File: src/rtl/vcu_pkg.sv
// Shared types and status-word layout for the video control unit.
// Imported by vcu_ctrl and vcu_fifo.
package vcu_pkg;

    typedef enum logic [1:0] {
        CMD_NOP      = 2'd0,
        CMD_SET_ADDR = 2'd1,
        CMD_CLEAR    = 2'd2,
        CMD_ACK      = 2'd3
    } cmd_t;

    typedef enum logic {
        ST_IDLE  = 1'b0,
        ST_CLEAR = 1'b1
    } state_t;

    // Bit positions inside the status word returned on vcu_reg_rdata
    localparam int STAT_BUSY      = 0;
    localparam int STAT_FULL      = 1;
    localparam int STAT_OVF       = 2;
    localparam int STAT_FRAME     = 3;
    localparam int STAT_AUTOINC   = 4;
    localparam int STAT_LEVEL_LSB = 8;
    localparam int STAT_ADDR_LSB  = 16;

    // Bit positions inside the control register
    localparam int CTRL_ACK_OVF   = 2;
    localparam int CTRL_ACK_FRAME = 3;
    localparam int CTRL_AUTOINC   = 4;
    localparam int CTRL_ARG_LSB   = 8;

endpackage

File: src/rtl/vcu_fifo.sv
// Synchronous write-queue FIFO; a push into a full FIFO is accepted when a pop
// happens in the same cycle. Head data is read straight from storage.
module vcu_fifo #(
    parameter int WIDTH = 20,
    parameter int DEPTH = 8,
    localparam int PW = $clog2(DEPTH),
    localparam int LW = PW + 1
) (
    input  logic             clk,
    input  logic             rst_n,
    input  logic             push_i,
    input  logic [WIDTH-1:0] pushData_i,
    input  logic             pop_i,
    output logic [WIDTH-1:0] headData_o,
    output logic             pushAccepted_o,
    output logic             full_o,
    output logic             empty_o,
    output logic [LW-1:0]    level_o
);

    logic [WIDTH-1:0] mem_q [DEPTH];
    logic [PW-1:0]    wrPtr_q, wrPtr_d;
    logic [PW-1:0]    rdPtr_q, rdPtr_d;
    logic [LW-1:0]    count_q, count_d;
    logic             doPush, doPop;

    assign empty_o        = (count_q == '0);
    assign full_o         = (count_q == LW'(DEPTH));
    assign level_o        = count_q;
    assign headData_o     = mem_q[rdPtr_q];
    assign doPop          = pop_i && !empty_o;
    assign doPush         = push_i && (!full_o || doPop);
    assign pushAccepted_o = doPush;

    always_comb begin
        wrPtr_d = wrPtr_q;
        rdPtr_d = rdPtr_q;
        count_d = count_q;
        if (doPush) wrPtr_d = wrPtr_q + PW'(1);
        if (doPop)  rdPtr_d = rdPtr_q + PW'(1);
        if (doPush && !doPop)      count_d = count_q + LW'(1);
        else if (!doPush && doPop) count_d = count_q - LW'(1);
    end

    always_ff @(posedge clk or negedge rst_n) begin
        if (!rst_n) begin
            wrPtr_q <= '0;
            rdPtr_q <= '0;
            count_q <= '0;
        end else begin
            wrPtr_q <= wrPtr_d;
            rdPtr_q <= rdPtr_d;
            count_q <= count_d;
        end
    end

    // Storage needs no reset: the head is only presented while the FIFO is non-empty
    always_ff @(posedge clk) begin
        if (doPush) mem_q[wrPtr_q] <= pushData_i;
    end

endmodule

File: src/rtl/vcu_ctrl.sv
// VCU register-port responder: decodes control commands, queues data writes and
// drains the queue (or a memory clear sweep) into video memory.
module vcu_ctrl
    import vcu_pkg::*;
#(
    parameter int ADDR_W     = 12,
    parameter int DATA_W     = 8,
    parameter int FIFO_DEPTH = 8
) (
    input  logic              clk,
    input  logic              rst_n,
    input  logic [31:0]       vcu_reg_control,
    input  logic              vcu_reg_control_we,
    input  logic [31:0]       vcu_reg_wdata,
    input  logic              vcu_reg_wdata_we,
    output logic [31:0]       vcu_reg_rdata,
    output logic [ADDR_W-1:0] vram_addr,
    output logic [DATA_W-1:0] vram_data,
    output logic              vram_we,
    input  logic              vram_ready,
    input  logic              frame_tick
);

    localparam int ENTRY_W = ADDR_W + DATA_W;
    localparam int LW      = $clog2(FIFO_DEPTH) + 1;

    state_t            state_q, state_d;
    logic [ADDR_W-1:0] wrAddr_q, wrAddr_d;
    logic [ADDR_W-1:0] clrAddr_q, clrAddr_d;
    logic [DATA_W-1:0] fill_q, fill_d;
    logic              autoinc_q, autoinc_d;
    logic              overflow_q, overflow_d;
    logic              frame_q, frame_d;

    cmd_t              cmd;
    logic              isSetAddr, isClear, isAck;
    logic [ADDR_W-1:0] baseAddr;
    logic              baseAutoinc;

    logic [ENTRY_W-1:0] pushEntry, fifoHead;
    logic [ADDR_W-1:0]  headAddr;
    logic [DATA_W-1:0]  headData;
    logic               fifoPop, pushAccepted, fifoFull, fifoEmpty;
    logic [LW-1:0]      fifoLevel;
    logic               unusedBits;

    assign cmd        = cmd_t'(vcu_reg_control[1:0]);
    assign isSetAddr  = vcu_reg_control_we && (cmd == CMD_SET_ADDR);
    assign isClear    = vcu_reg_control_we && (cmd == CMD_CLEAR);
    assign isAck      = vcu_reg_control_we && (cmd == CMD_ACK);
    assign pushEntry  = {baseAddr, vcu_reg_wdata[DATA_W-1:0]};
    assign {headAddr, headData} = fifoHead;
    assign unusedBits = ^{vcu_reg_control, vcu_reg_wdata};

    vcu_fifo #(
        .WIDTH(ENTRY_W),
        .DEPTH(FIFO_DEPTH)
    ) u_fifo (
        .clk           (clk),
        .rst_n         (rst_n),
        .push_i        (vcu_reg_wdata_we),
        .pushData_i    (pushEntry),
        .pop_i         (fifoPop),
        .headData_o    (fifoHead),
        .pushAccepted_o(pushAccepted),
        .full_o        (fifoFull),
        .empty_o       (fifoEmpty),
        .level_o       (fifoLevel)
    );

    // A SET_ADDR in the same cycle as a push supplies that push's address and autoinc
    always_comb begin
        baseAddr    = wrAddr_q;
        baseAutoinc = autoinc_q;
        if (isSetAddr) begin
            baseAddr    = vcu_reg_control[CTRL_ARG_LSB +: ADDR_W];
            baseAutoinc = vcu_reg_control[CTRL_AUTOINC];
        end
        wrAddr_d  = baseAddr;
        autoinc_d = baseAutoinc;
        if (pushAccepted && baseAutoinc) wrAddr_d = baseAddr + ADDR_W'(1);

        overflow_d = overflow_q;
        frame_d    = frame_q;
        if (isAck && vcu_reg_control[CTRL_ACK_OVF])   overflow_d = 1'b0;
        if (isAck && vcu_reg_control[CTRL_ACK_FRAME]) frame_d    = 1'b0;
        if (vcu_reg_wdata_we && !pushAccepted)        overflow_d = 1'b1;
        if (frame_tick)                               frame_d    = 1'b1;
    end

    always_comb begin
        state_d   = state_q;
        clrAddr_d = clrAddr_q;
        fill_d    = fill_q;
        vram_we   = 1'b0;
        vram_addr = '0;
        vram_data = '0;
        fifoPop   = 1'b0;
        case (state_q)
            ST_IDLE: begin
                vram_we = !fifoEmpty;
                if (!fifoEmpty) begin
                    vram_addr = headAddr;
                    vram_data = headData;
                end
                fifoPop = !fifoEmpty && vram_ready;
                if (isClear) begin
                    state_d   = ST_CLEAR;
                    clrAddr_d = '0;
                    fill_d    = vcu_reg_control[CTRL_ARG_LSB +: DATA_W];
                end
            end
            ST_CLEAR: begin
                vram_we   = 1'b1;
                vram_addr = clrAddr_q;
                vram_data = fill_q;
                if (vram_ready) begin
                    clrAddr_d = clrAddr_q + ADDR_W'(1);
                    if (clrAddr_q == '1) state_d = ST_IDLE;
                end
            end
            default: state_d = ST_IDLE;
        endcase
    end

    always_ff @(posedge clk or negedge rst_n) begin
        if (!rst_n) begin
            state_q    <= ST_IDLE;
            wrAddr_q   <= '0;
            clrAddr_q  <= '0;
            fill_q     <= '0;
            autoinc_q  <= 1'b0;
            overflow_q <= 1'b0;
            frame_q    <= 1'b0;
        end else begin
            state_q    <= state_d;
            wrAddr_q   <= wrAddr_d;
            clrAddr_q  <= clrAddr_d;
            fill_q     <= fill_d;
            autoinc_q  <= autoinc_d;
            overflow_q <= overflow_d;
            frame_q    <= frame_d;
        end
    end

    always_comb begin
        vcu_reg_rdata                                = '0;
        vcu_reg_rdata[STAT_BUSY]                     = (state_q == ST_CLEAR) || !fifoEmpty;
        vcu_reg_rdata[STAT_FULL]                     = fifoFull;
        vcu_reg_rdata[STAT_OVF]                      = overflow_q;
        vcu_reg_rdata[STAT_FRAME]                    = frame_q;
        vcu_reg_rdata[STAT_AUTOINC]                  = autoinc_q;
        vcu_reg_rdata[STAT_LEVEL_LSB +: 8]           = 8'(fifoLevel);
        vcu_reg_rdata[STAT_ADDR_LSB +: ADDR_W]       = wrAddr_q;
    end

endmodule

File: config.mk
export PLATFORM = sky130hd
export DESIGN_NAME = vcu_ctrl
export DESIGN_NICKNAME = d
export VERILOG_FILES = /design/src/rtl/vcu_pkg.sv /design/src/rtl/vcu_fifo.sv /design/src/rtl/vcu_ctrl.sv
export SDC_FILE = /design/constraint.sdc
export NUM_CORES = 1
export LEC_CHECK = 0
export ABC_AREA = 1
export BUFFER_PORTS_ARGS = -buffer_cell sky130_fd_sc_hd__buf_4
export CAP_MARGIN = 5
export CELL_PAD_IN_SITES_DETAIL_PLACEMENT = 1
export CELL_PAD_IN_SITES_GLOBAL_PLACEMENT = 2
export CORE_MARGIN = 2
export CORE_UTILIZATION = 42
export CTS_BUF_LIST = sky130_fd_sc_hd__clkbuf_4
export CTS_CLUSTER_DIAMETER = 40
export CTS_CLUSTER_SIZE = 10
export DETAILED_ROUTE_END_ITERATION = 7
export PLACE_DENSITY = 0.94
export RECOVER_POWER = 25
export SYNTH_ARGS = -nofsm -noshare
export SYNTH_HDL_FRONTEND = slang
export SYNTH_SLANG_ARGS = --single-unit
File: constraint.sdc
create_clock -name clk -period 4 [get_ports clk]
set_clock_uncertainty 0.2 [all_clocks]
set_input_delay 0.6 -clock clk [delete_from_list [all_inputs] [get_ports clk]]
set_output_delay 0.6 -clock clk [all_outputs]
set_load 0.05 [all_outputs]
Word level (Yosys, flattened, before mapping)
Memories as Yosys holds them, arrays and structs flattened.
Cells that the tools add are included.
{"block": "totals", "regBits": 46, "mem_count": 1, "ram_bits": 160, "elab_cells": 73, "in_bits": 70, "out_inout_bits": 53}
{"name": "u_fifo.mem_q", "depth": 8, "word_bits": 20, "read_ports": 1, "rd_ports_with_merged_regs": 0, "write_ports": 1, "line_no": "vcu_fifo.sv:21", "text": "logic [WIDTH-1:0] mem_q [DEPTH];"}
{"block": "classes", "muxes": 24, "n_addsub": 6, "bitwise": 1, "n_reduce_logical": 24, "eq_ne": 7}
{"cell": "12-bit 2-to-1 mux", "count": 5}
{"cell": "12-bit one-hot mux with 2 select lines", "count": 2}
{"cell": "12-bit by 1-bit adder with 12-bit output, second input constant", "count": 2}
{"cell": "8-bit one-hot mux with 2 select lines", "count": 1}
{"cell": "12-bit == test, second input constant", "count": 1}
{"cell": "1-bit logical AND", "count": 12}
{"cell": "1-bit 2-to-1 mux", "count": 11}
{"cell": "4-bit 2-to-1 mux", "count": 2}
{"cell": "8-bit 2-to-1 mux", "count": 1}
{"cell": "3-bit by 1-bit adder with 3-bit output, second input constant", "count": 2}
{"cell": "2-bit nonzero test", "count": 3}
{"cell": "4-bit by 1-bit adder with 4-bit output, second input constant", "count": 1}
{"cell": "2-bit == test, second input constant", "count": 2}
{"cell": "4-bit == test, second input constant", "count": 1}
{"cell": "1-bit zero test", "count": 4}
{"cell": "4-bit zero test", "count": 1}
{"cell": "2-bit inequality test, second input constant", "count": 2}
{"cell": "1-bit one-hot mux with 2 select lines", "count": 2}
{"cell": "2-bit AND reduction", "count": 2}
{"cell": "4-bit by 1-bit subtractor with 4-bit output, second input constant", "count": 1}
{"cell": "2-bit by 1-bit == test with 1-bit output, second input constant", "count": 1}
{"cell": "1-bit logical OR", "count": 2}
{"cell": "1-bit inverter", "count": 1}

Depth between registers and ports, before layout
Gate-level depths: netlist of run 1.
{"block": "logic_depth", "ltp_word": 11, "depth_mapped": 16, "ltp_nobuf": 16}

Cells and area by module
A second synthesis of run 1 with hierarchy kept.
{"block": "hier_totals", "cells_unflattened": 961, "hier_area_um2": 9693.0}
{"mod": "vcu_fifo", "area_each_um2": 7250.7, "seq_area_each_um2": 5054.8, "cells_per_inst": 618, "instances": 1}
{"mod": "vcu_ctrl", "area_each_um2": 2442.3, "seq_area_each_um2": 900.9, "cells_per_inst": 343, "instances": 1}

Worst setup path after synthesis of run 1
No wires, ideal clock.
{"block": "synth_timing", "kind": "reg-to-reg", "from": "reg u_fifo.count_q[0] (netlist: u_fifo.level_o[0])", "to": "mem u_fifo.mem_q[0][0], enable pin", "arrival_ns": 2.397, "setup_ns": 0.397, "n_path_buf": 0, "setup_slack_ns": 1.006, "stages_incl_launch_ff": 8, "synth_period_minus_slack_ns": 2.994, "required_ns": 3.403, "cell_sequence": "dfrtp_1 -> nor2_1 -> nand2_1 -> nand3_2 -> nand2_1 -> nand2_1 -> or2_1 -> nor2_1"}
{"block": "synth_between", "elab_chain_cells": 9, "elab_cells_between_ends": 11, "classes_between": "eq/ne: 1; mux: 3; reduce/logical: 7"}
{"element": "start, declared", "line_no": "vcu_fifo.sv:24", "text": "logic [LW-1:0] count_q, count_d;"}
{"element": "start signal, assigned", "line_no": "vcu_fifo.sv:53", "text": "count_q <= count_d;"}
{"element": "4-bit zero test", "line_no": "vcu_fifo.sv:27", "text": "assign empty_o = (count_q == '0);"}
{"element": "1-bit zero test", "line_no": "vcu_fifo.sv:31, vcu_ctrl.sv:106"}
{"element": "1-bit logical AND", "line_no": "vcu_ctrl.sv:106", "text": "fifoPop = !fifoEmpty && vram_ready;"}
{"element": "1-bit 2-to-1 mux", "line_no": "vcu_ctrl.sv:99", "text": "case (state_q)"}
{"element": "1-bit logical AND", "line_no": "vcu_fifo.sv:31", "text": "assign doPop = pop_i && !empty_o;"}
{"element": "1-bit logical OR (*)", "line_no": "vcu_fifo.sv:32", "text": "assign doPush = push_i && (!full_o || doPop);"}
{"element": "1-bit logical AND (*)", "line_no": "vcu_fifo.sv:32"}
{"element": "1-bit 2-to-1 mux (*)", "line_no": "vcu_fifo.sv:59", "text": "if (doPush) mem_q[wrPtr_q] <= pushData_i;"}
{"element": "1-bit 2-to-1 mux (implied by the code) (*)", "line_no": "vcu_fifo.sv:59"}
{"element": "end, declared", "line_no": "vcu_fifo.sv:21"}
Mark *: on every way between the ends. The rest lies on a longest branch, timed or not.

Final worst setup path of run 1
{"block": "layout_timing", "from": "reg u_fifo.rdPtr_q[0]", "to": "out vram_addr[2]"}
{"block": "layout_between", "elab_chain_cells": 3}
{"element": "start, declared", "line_no": "vcu_fifo.sv:23", "text": "logic [PW-1:0] rdPtr_q, rdPtr_d;"}
{"element": "start signal, assigned", "line_no": "vcu_fifo.sv:52", "text": "rdPtr_q <= rdPtr_d;"}
{"element": "memory 8 x 20 bit"}
{"element": "12-bit 2-to-1 mux", "line_no": "vcu_ctrl.sv:102", "text": "if (!fifoEmpty) begin"}
{"element": "12-bit one-hot mux with 2 select lines", "line_no": "vcu_ctrl.sv:99"}
{"element": "end, declared", "line_no": "vcu_ctrl.sv:17", "text": "output logic [ADDR_W-1:0] vram_addr,"}
No other way between the ends.

==> impl_metrics.env, run 1 <==
export IMPL_crit_fanout=49
export IMPL_post_dp_cell_area_um2=9980
export IMPL_p_per_area_nw_per_um2=730
export IMPL_tightestPinTransition_ps=2680
export IMPL_clk_pin_slew_ps=110
export IMPL_maxCapViolCount=2
export IMPL_hp_start="vcu_reg_control[9]"
export IMPL_cpPeakStageDelay_ps=400
export IMPL_yosysTopAreaCellShare_pct=52.4
export IMPL_synth_top_flop_cell="edfxtp_1"
export IMPL_die_height_um=152
export IMPL_clock_path_buffers=3
export IMPL_synth_warnings=0
export IMPL_ioPinCount=123
export IMPL_r2r_end="u_fifo.level_o[3]$_DFFE_PN0P_"
export IMPL_worstSetupStartpointType="flop"
export IMPL_path_buf_inv=3
export IMPL_die_area_um2=23000
export IMPL_synth_cell_area_um2=9180
export IMPL_synth_top_family_by_area="simple AND/OR/NAND/NOR gates"
export IMPL_hold_path_end="fill_q[1]$_DFFE_PN0P_"
export IMPL_grtUsageTotal_pct=20.7
export IMPL_start_util_pct=42.4
export IMPL_finalHoldViolCount=0
export IMPL_nets=1004
export IMPL_die_w_um=152
export IMPL_failed_checks="capacitance limit, slew limit"
export IMPL_drive_gt1_share_pct=19.7
export IMPL_routed_via_density=5.28
export IMPL_report_power_total_mw=7.69
export IMPL_cts_root_buf="clkbuf_4"
export IMPL_setup_viol=0
export IMPL_path_delay_family="buffers and inverters"
export IMPL_hold_depth=3
export IMPL_final_util_pct=48.8
export IMPL_fin_cells=1232
export IMPL_synth_area_mux_share_pct=0
export IMPL_hold_slack_ps=46.9
export IMPL_tritoncts="built"
export IMPL_worstSetupEndpointType="primary output"
export IMPL_drt_wl_total_um=24100
export IMPL_yosysTopAreaCell="edfxtp_1"
export IMPL_syn_avg_cell_area_um2=11.1
export IMPL_drc=0
export IMPL_io_buffers=72
export IMPL_multi_input_area_um2=2760
export IMPL_synth_edf_count=160
export IMPL_synth_fa_ha_area_share_pct=1.17
export IMPL_ant_nets=0
export IMPL_worstReg2RegStart="u_fifo.level_o[0]$_DFFE_PN0P_"
export IMPL_hold_class="in -> reg"
export IMPL_place_inst=1156
export IMPL_slew_violations=69
export IMPL_area_growth_pct=14.9
export IMPL_worstPathArrival_ps=2890
export IMPL_postSynthCellCount=828
export IMPL_vias=6508
export IMPL_reg2reg_depth=16
export IMPL_status="complete, but fails checks"
export IMPL_firstDrtPassIters=5
export IMPL_slowest_stage="buf_6"
export IMPL_fmax_mhz=271
export IMPL_drtIter0Drc=392
export IMPL_dp_hpwl_um=15600
export IMPL_rrSetupSlack_ps=1020
export IMPL_finalWorstSetupSlack_ps=310
export IMPL_clkLatencyLatePin_ps=690
export IMPL_finalCritPeriodShare_pct=92.2
export IMPL_path_cells="buf_4, buf_6, nor2_1, nor2_1, o21ai_0, o211ai_1, o211ai_1, o21ai_0, buf_4"
export IMPL_grt_overflow_total=0
export IMPL_pre_cts_slack_ps=905
export IMPL_async_flop_share_pct=22.3
export IMPL_ys_top_cells_by_area="edfxtp_1 (52%), dfrtp_1 (13%), o21ai_0 (7.2%)"
export IMPL_ys_seq_area_share_pct=64.9
export IMPL_rsz0062_at_grt="false"
export IMPL_ys_seq_elements=206
export IMPL_synth_simple_area_share_pct=14.9
export IMPL_clock_sinks=206
export IMPL_regArea_um2=5960
export IMPL_routedWlPerCell_um=19.6
export IMPL_nFillCells=2412
export IMPL_first_global_vias=6895
export IMPL_grt_pass1_wl_um=37700
export IMPL_ir_worst_vdd_mv=0.427
export IMPL_cts_buffers_inserted=31
export IMPL_fp_coreArea_um2=21600
export IMPL_leakage_nw=4.01
export IMPL_path_class="reg -> out"
export IMPL_post_route_min_period_ps=3690
export IMPL_rows=54
export IMPL_slew_headroom_pct=-79.0
export IMPL_grt_max_degree=50
export IMPL_synth_compound_area_share_pct=12.3
export IMPL_antenna_found_initial=2
export IMPL_cp_data_required_time_ps=3200
export IMPL_synth_cell_types=43
export IMPL_cts_htree_levels=1
export IMPL_synth_xor_area_share_pct=1.24
export IMPL_setup_tns_ps=0
export IMPL_routabilityCongestion=0.779
export IMPL_synth_common_cells="edfxtp_1 (160), nor2_1 (143), o21ai_0 (132)"
export IMPL_yosysMostFrequentCell="edfxtp_1"
export IMPL_final_area_um2=10500
tightest hold or removal path: stages:
cell and delay (ps):
buf_4 80, inv_1 60, o21ai_0 150
timing repair:
action	CTS	global route
gates resized for setup	0	1
hold buffers	17	0
setup endpoints to repair	0	2
hold endpoints to repair	118	0
buffers inserted	0	0
cells by family after synthesis:
| logic type | count (synthesis) |
|---|---|
| compound gates | 192 |
| flops | 206 |
| other cells | 1 |
| fa+ha+maj | 8 |
| buf+inv | 109 |
| simple gates | 299 |
| xor+xnor | 13 |
cell usage in the layout (no fill, tap or decap), types with 11 or more instances in the layout:
cell / instances
o211ai_1: 40
dlygate4sd3_1: 17
buf_4: 80
o21ai_0: 132
conb_1: 11
inv_1: 51
nand2_1: 105
nor2_1: 135
edfxtp_1: 160
clkbuf_4: 40
dfrtp_1: 44
registers in the layout, indices dropped and copies added (netlist names):
register	cells
u_fifo.mem_q	160
u_fifo.rdPtr_q	3
fill_q	8
state_q	1
u_fifo.wrPtr_q	3
wrAddr_q	12
clrAddr_q	12
frame_q	1
overflow_q	1
autoinc_q	1
u_fifo.level_o	4
layout make-up:
type | instances | area share (%)
diodes | 2 | 0.0475
clock buffers | 39 | 2.78
clock inverters | 18 | 1.31
inverters | 56 | 2.02
multi-input cells | 523 | 26.2
flip-flops and latches | 206 | 56.5
well taps | 280 | 3.32
repair buffers | 108 | 7.81
power breakdown:
part           switching (mW)  total (mW)  internal [mW]
Combinational            2.30        3.22          0.922
Clock                   0.796        1.35          0.553
Sequential              0.297        3.12           2.83
metal layers:
layer / part of all wire, % / wire length [um] / GRT usage [%] / vias up
met5: 0 / 0 / 0 / -
met2: 49 / 11800 / 34.5 / 150
met3: 4.2 / 1010 / 3.34 / 49
met1: 44 / 10600 / 27.5 / 3257
li1: - / - / - / 3052
met4: 2.9 / 691 / 7.52 / 0
how the worst max path moves through the flow:
stage                                             start                      endpoint  cells after the start
after floorplan           u_fifo.level_o[0]$_DFFE_PN0P_  u_fifo.mem_q[0][0]$_DFFE_PP_                      7
final                     u_fifo.rdPtr_q[0]$_DFFE_PN0P_                  vram_addr[2]                      9
after global placement    u_fifo.rdPtr_q[0]$_DFFE_PN0P_                  vram_addr[2]                      9
after global routing      u_fifo.rdPtr_q[0]$_DFFE_PN0P_                  vram_addr[2]                      9
after detailed placement  u_fifo.rdPtr_q[0]$_DFFE_PN0P_                  vram_addr[2]                      9
after CTS                 u_fifo.rdPtr_q[0]$_DFFE_PN0P_                  vram_addr[2]                      9
(Power assumes the default switching activity.)
==> inputs of run 2 (changes only) <==
--- a/config.mk
+++ b/config.mk
@@ -12,7 +12,7 @@
 export CELL_PAD_IN_SITES_GLOBAL_PLACEMENT = 2
 export CORE_MARGIN = 2
 export CORE_UTILIZATION = 42
-export CTS_BUF_LIST = sky130_fd_sc_hd__clkbuf_4
+export CTS_BUF_LIST = sky130_fd_sc_hd__clkbuf_4 sky130_fd_sc_hd__clkbuf_8
 export CTS_CLUSTER_DIAMETER = 40
 export CTS_CLUSTER_SIZE = 10
 export DETAILED_ROUTE_END_ITERATION = 7
==> run 2 against run 1 <==
Net effect: the run still ends with capacitance limit, slew limit left; power grew 5.4%; clock-buffer cell count grew 3; flip-flop and latch count is the same; setup slack lost 9.9 ps; clock power grew 33%; die area is the same; routed wire length shrank 0.58%; hold slack gained 35 ps; maximum frequency shrank 0.27%; critical path depth is the same; critical endpoint unchanged; largest power group unchanged.
==> impl_metrics.env, run 2 (synthesis results as in run 1) <==
export IMPL_cts_root_buf="clkbuf_8"
export IMPL_start_util_pct=42.4
export IMPL_dp_hpwl_um=15600
export IMPL_clkLatencyLatePin_ps=570
export IMPL_drtIter0Drc=415
export IMPL_nFillCells=2386
export IMPL_largest_register="u_fifo.mem_q"
export IMPL_drt_wl_total_um=24000
export IMPL_drc=0
export IMPL_die_height_um=152
export IMPL_cts_htree_levels=1
export IMPL_multi_input_area_um2=2760
export IMPL_grt_overflow_total=0
export IMPL_crit_fanout=49
export IMPL_hold_class="in -> reg"
export IMPL_firstDrtPassIters=4
export IMPL_reg_largest_list="u_fifo.mem_q: 160 flops, clrAddr_q: 12 flops, wrAddr_q: 12 flops"
export IMPL_ctsResizeCount=0
export IMPL_first_global_vias=6826
export IMPL_place_inst=1156
export IMPL_grtUsageTotal_pct=20.6
export IMPL_tightestPinTransition_ps=2700
export IMPL_grt_max_degree=50
export IMPL_hold_slack_ps=82.2
export IMPL_grt_busiest_layer="met2"
export IMPL_area_growth_pct=15.6
export IMPL_final_util_pct=49.1
export IMPL_rsz0062_at_grt="false"
export IMPL_die_w_um=152
export IMPL_slew_violations=69
export IMPL_slew_headroom_pct=-80.1
export IMPL_final_cell_mix="edfxtp_1 (160), nor2_1 (135), o21ai_0 (132)"
export IMPL_post_route_min_period_ps=3700
export IMPL_rrSetupSlack_ps=990
export IMPL_die_area_um2=23000
export IMPL_fmax_mhz=270
export IMPL_worstSetupStartpointType="flop"
export IMPL_maxCapViolCount=2
export IMPL_ant_nets=0
export IMPL_io_buffers=72
export IMPL_status="complete, but fails checks"
export IMPL_ioPinCount=123
export IMPL_final_area_um2=10600
export IMPL_failed_checks="capacitance limit, slew limit"
export IMPL_worstSetupEndpointType="primary output"
export IMPL_nets=989
export IMPL_tritoncts="built"
export IMPL_grt_pass1_wl_um=37600
export IMPL_routabilityCongestion=0.779
export IMPL_setup_tns_ps=0
export IMPL_fp_coreArea_um2=21600
export IMPL_cp_data_required_time_ps=3200
export IMPL_grtUsageMet2_pct=34.6
export IMPL_p_per_area_nw_per_um2=764
export IMPL_routedWlPerCell_um=19.7
export IMPL_finalCritPeriodShare_pct=92.5
export IMPL_drive_gt1_share_pct=20.3
export IMPL_routed_via_density=5.29
export IMPL_rows=54
export IMPL_largest_register_ffs=160
export IMPL_clk_pin_slew_ps=70
export IMPL_use_met3_pct=3.17
export IMPL_antenna_found_initial=0
export IMPL_ir_worst_vdd_mv=0.396
export IMPL_cts_buffers_inserted=31
export IMPL_num_antenna_cells=0
export IMPL_clock_path_buffers=3
export IMPL_post_dp_cell_area_um2=9980
export IMPL_grtUsageMet1_pct=27.6
export IMPL_worstPathArrival_ps=2900
export IMPL_finalHoldViolCount=0
export IMPL_regArea_um2=5960
export IMPL_path_class="reg -> out"
export IMPL_final_common_cell="edfxtp_1"
export IMPL_fin_cells=1215
export IMPL_leakage_nw=4.04
export IMPL_vias=6431
export IMPL_clock_sinks=206
export IMPL_setup_viol=0
[run 2: cell types whose count changed in the layout (fill, tap and decap cells not counted)]
cell	before	now
buf_4	80	81
dlygate4sd3_1	17	2
clkbuf_8	0	34
clkinv_1	3	0
clkinvlp_4	5	6
clkbuf_4	40	9
inv_2	5	4
buf_6	1	0
diode_2	2	0
[run 2: where the power goes]
group	switching, mW	internal [mW]	leakage, nW	total [mW]
Clock	0.845	0.941	0.329	1.79
Combinational	2.29	0.909	1.70	3.20
Sequential	0.299	2.83	2.01	3.13
[run 2: worst max-delay path, cell delays in order (launching register included)]
cell and delay (ps):
dfrtp_2 370, buf_4 300, buf_4 510, nor2_1 100, nor2_1 140, o21ai_0 130, o211ai_1 140, o211ai_1 190
o21ai_0 170, buf_4 240
[run 2: per-layer routing]
metal / vias up / share of wire (%) / routed length (um)
met2: 141 / 49 / 11700
met5: - / 0 / 0
met4: 0 / 3.0 / 724
met1: 3239 / 44 / 10600
met3: 48 / 3.8 / 905
li1: 3003 / - / -
[run 2: what timing repair did]
action                                  CTS  global route
buffers inserted                          0             0
endpoints found under the hold margin    47             0
endpoints found under the setup margin    0             0
hold buffers                              2             0
[run 2: through the flow]
step	total power, mW	setup slack (ps)
6_report	8.11	300
5_1_grt	8.60	73.4
4_1_cts	8.21	215
3_5_place_dp	6.40	905
3_3_place_gp	6.27	975
2_1_floorplan	5.32	1010
[run 2: final timing paths]
kind                                               start  cells after the start                       endpoint
setup / recovery           u_fifo.rdPtr_q[0]$_DFFE_PN0P_                      9                   vram_addr[2]
max in group asynchronous                          rst_n                      2  u_fifo.rdPtr_q[1]$_DFFE_PN0P_
hold / removal                       vcu_reg_control[14]                      3          fill_q[6]$_DFFE_PN0P_
min in group asynchronous                          rst_n                      2          wrAddr_q[8]$_DFF_PN0_
hold reg to reg                    fill_q[6]$_DFFE_PN0P_                      2          fill_q[6]$_DFFE_PN0P_
setup reg to reg           u_fifo.level_o[0]$_DFFE_PN0P_                     16  u_fifo.level_o[3]$_DFFE_PN0P_
[run 2: area by class of cell]
class | count | share of cell area, %
clock buffer | 42 | 4.98
clock inverter | 15 | 1.23
inverter | 56 | 2.00
multi-input combinational | 523 | 26.0
sequential | 206 | 56.2
tap | 280 | 3.30
timing repair buffer | 93 | 6.31
==> inputs of run 3 (changes only) <==
--- a/config.mk
+++ b/config.mk
@@ -11,13 +11,15 @@
 export CELL_PAD_IN_SITES_DETAIL_PLACEMENT = 1
 export CELL_PAD_IN_SITES_GLOBAL_PLACEMENT = 2
 export CORE_MARGIN = 2
-export CORE_UTILIZATION = 42
+export CORE_UTILIZATION = 35
 export CTS_BUF_LIST = sky130_fd_sc_hd__clkbuf_4 sky130_fd_sc_hd__clkbuf_8
 export CTS_CLUSTER_DIAMETER = 40
 export CTS_CLUSTER_SIZE = 10
 export DETAILED_ROUTE_END_ITERATION = 7
-export PLACE_DENSITY = 0.94
+export GPL_TIMING_DRIVEN = 0
+export PLACE_DENSITY = 0.84
 export RECOVER_POWER = 25
+export SKIP_LAST_GASP = 1
 export SYNTH_ARGS = -nofsm -noshare
 export SYNTH_HDL_FRONTEND = slang
 export SYNTH_SLANG_ARGS = --single-unit
==> constraint.sdc (replaced) <==
create_clock -name clk -period 3 [get_ports clk]
set_clock_uncertainty 0.2 [all_clocks]
set_input_delay 0.45 -clock clk [delete_from_list [all_inputs] [get_ports clk]]
set_output_delay 0.45 -clock clk [all_outputs]
set_load 0.05 [all_outputs]
==> run 3 against run 2 <==
Net effect: the run ends with setup timing left; first-iteration DRC count rose by 14%; global-route usage fell by 0.59 points; final cell count rose by 9.5%; die area rose by 19%; flip-flop and latch count did not move; non-clock buffer count rose by 62; highest routed layer unchanged; clock power rose by 58%; sequential share of layout area fell by 5.0 points; critical endpoint is now vram_addr[11]; critical path depth did not move.
==> impl_metrics.env, run 3 (synthesis results as in run 1) <==
export IMPL_num_antenna_cells=0
export IMPL_worstSetupStartpointType="flop"
export IMPL_routabilityCongestion=0.808
export IMPL_worstSetupEndpointType="primary output"
export IMPL_finalCritPeriodShare_pct=102
export IMPL_tightestPinTransition_ps=1280
export IMPL_vias=6802
export IMPL_ioPinCount=123
export IMPL_grt_max_degree=47
export IMPL_rows=59
export IMPL_ir_worst_vdd_mv=0.619
export IMPL_die_height_um=166
export IMPL_worstPathArrival_ps=2410
export IMPL_die_area_um2=27500
export IMPL_hp_start="vcu_reg_control[2]"
export IMPL_hold_slack_ps=26.7
export IMPL_hold_path_end="overflow_q$_DFFE_PN0P_"
export IMPL_nFillCells=2818
export IMPL_drive_gt1_share_pct=25.9
export IMPL_slew_headroom_pct=14.4
export IMPL_slew_violations=0
export IMPL_final_common_cell="edfxtp_1"
export IMPL_area_growth_pct=26.9
export IMPL_leakage_nw=4.48
export IMPL_hold_class="in -> reg"
export IMPL_path_class="reg -> out"
export IMPL_post_route_min_period_ps=3060
export IMPL_maxCapViolCount=0
export IMPL_clkLatencyLatePin_ps=580
export IMPL_drt_wl_total_um=27700
export IMPL_setup_viol=1
export IMPL_antenna_found_initial=0
export IMPL_clock_sinks=206
export IMPL_reg_largest_list="u_fifo.mem_q: 160 flops, clrAddr_q: 12 flops, wrAddr_q: 12 flops"
export IMPL_drtIter0Drc=474
export IMPL_largest_register="u_fifo.mem_q"
export IMPL_finalHoldViolCount=0
export IMPL_dp_hpwl_um=18900
export IMPL_die_w_um=166
export IMPL_clock_path_buffers=3
export IMPL_io_buffers=72
export IMPL_worstReg2RegStart="state_q$_DFF_PN0_"
export IMPL_grt_pass1_wl_um=42400
export IMPL_cts_htree_levels=1
export IMPL_drc=0
export IMPL_cts_root_buf="clkbuf_8"
export IMPL_cts_buffers_inserted=30
export IMPL_start_util_pct=35.4
export IMPL_firstDrtPassIters=5
export IMPL_r2r_end="u_fifo.mem_q[1][3]$_DFFE_PP_"
export IMPL_ant_nets=0
export IMPL_routedWlPerCell_um=20.8
export IMPL_nets=1050
export IMPL_status="complete, but fails checks"
export IMPL_fmax_mhz=327
export IMPL_first_global_vias=7106
export IMPL_grt_overflow_total=0
export IMPL_reg2reg_depth=8
export IMPL_finalWorstSetupSlack_ps=-61.2
export IMPL_tritoncts="built"
export IMPL_rsz0062_at_grt="true"
export IMPL_crit_fanout=5
export IMPL_fp_coreArea_um2=25900
export IMPL_failed_checks="setup timing"
export IMPL_pre_cts_slack_ps=7.92
export IMPL_largest_register_ffs=160
export IMPL_p_per_area_nw_per_um2=1050
export IMPL_grtUsageTotal_pct=20.0
export IMPL_cp_data_required_time_ps=2350
export IMPL_routed_via_density=5.11
export IMPL_hold_depth=3
export IMPL_rrSetupSlack_ps=150
export IMPL_clk_pin_slew_ps=70
export IMPL_final_cell_mix="edfxtp_1 (160), nor2_1 (117), nand2_1 (104)"
run 3: cell count changes in the layout (fill, tap and decap cells not counted), moves of 13 or more:
cell           delta
nor2_1           -18
buf_6            +15
nor2_2           +13
o21ai_1          +48
dlygate4sd3_1    +15
o21ai_0          -58
run 3: area by class of cell:
cell class	count	area, um^2	area share (%)
Clock inverter	14	235	2.02
Timing Repair Buffer	102	951	8.17
Inverter	56	220	1.89
Tap cell	335	419	3.60
Buffer	53	459	3.94
Sequential cell	206	5960	51.2
Multi-Input combinational cell	523	2880	24.7
Clock buffer	42	522	4.48
run 3: how the worst max path moves through the flow:
stage                                       start                      endpoint  slack [ps]
floorplan           u_fifo.level_o[0]$_DFFE_PN0P_  u_fifo.mem_q[0][0]$_DFFE_PP_           6
global placement    u_fifo.level_o[0]$_DFFE_PN0P_  u_fifo.mem_q[0][1]$_DFFE_PP_        -920
detailed placement  u_fifo.level_o[0]$_DFFE_PN0P_  u_fifo.mem_q[0][1]$_DFFE_PP_           8
CTS                 u_fifo.rdPtr_q[0]$_DFFE_PN0P_                 vram_addr[11]         -40
global route        u_fifo.rdPtr_q[0]$_DFFE_PN0P_                  vram_addr[8]         -90
finish              u_fifo.rdPtr_q[0]$_DFFE_PN0P_                 vram_addr[11]         -60
run 3: routing by layer:
metal	wire, um	track usage [%]	vias up
li1	-	-	3149
met1	12100	27.0	3446
met2	13600	33.5	159
met3	1170	2.86	48
met4	813	6.43	0
met5	0	0	-
run 3: per-stage QoR:
stage               utilization [%]  setup TNS (ps)  power [mW]  area (um^2)  cells
floorplan                         -               0        7.09         9210    838
global placement               39.3         -134750        8.57        10200   1245
detailed placement             40.0               0        8.83        10400   1253
CTS                            44.9            -211        12.2        11600   1331
global route                   44.9            -639        12.9        11600   1331
finish                         44.9           -61.2        12.3        11600   1331
run 3: report_power, final:
| group | switching, mW | total [mW] | internal (mW) |
|---|---|---|---|
| clock | 1.17 | 2.83 | 1.66 |
| sequential | 0.304 | 4.08 | 3.78 |
| combinational | 3.60 | 5.36 | 1.76 |
| total | 5.07 | 12.3 | 7.20 |
run 3: worst max-delay path, cell delays in order, from the launching register on:
cell	delay [ps]
dfrtp_2	460
buf_6	170
buf_12	140
nor2_4	70
nor2_1	40
o21ai_1	70
o21ai_1	100
o211ai_1	400
o21ai_1	180
buf_6	190
run 3: timing repair:
action,CTS,global route
cloned,3,0
endpoints found under the hold margin,118,0
hold buffers,17,0
setup buffers,2,0
endpoints found under the setup margin,20,69
pin swaps,19,17
gates resized for setup,136,52
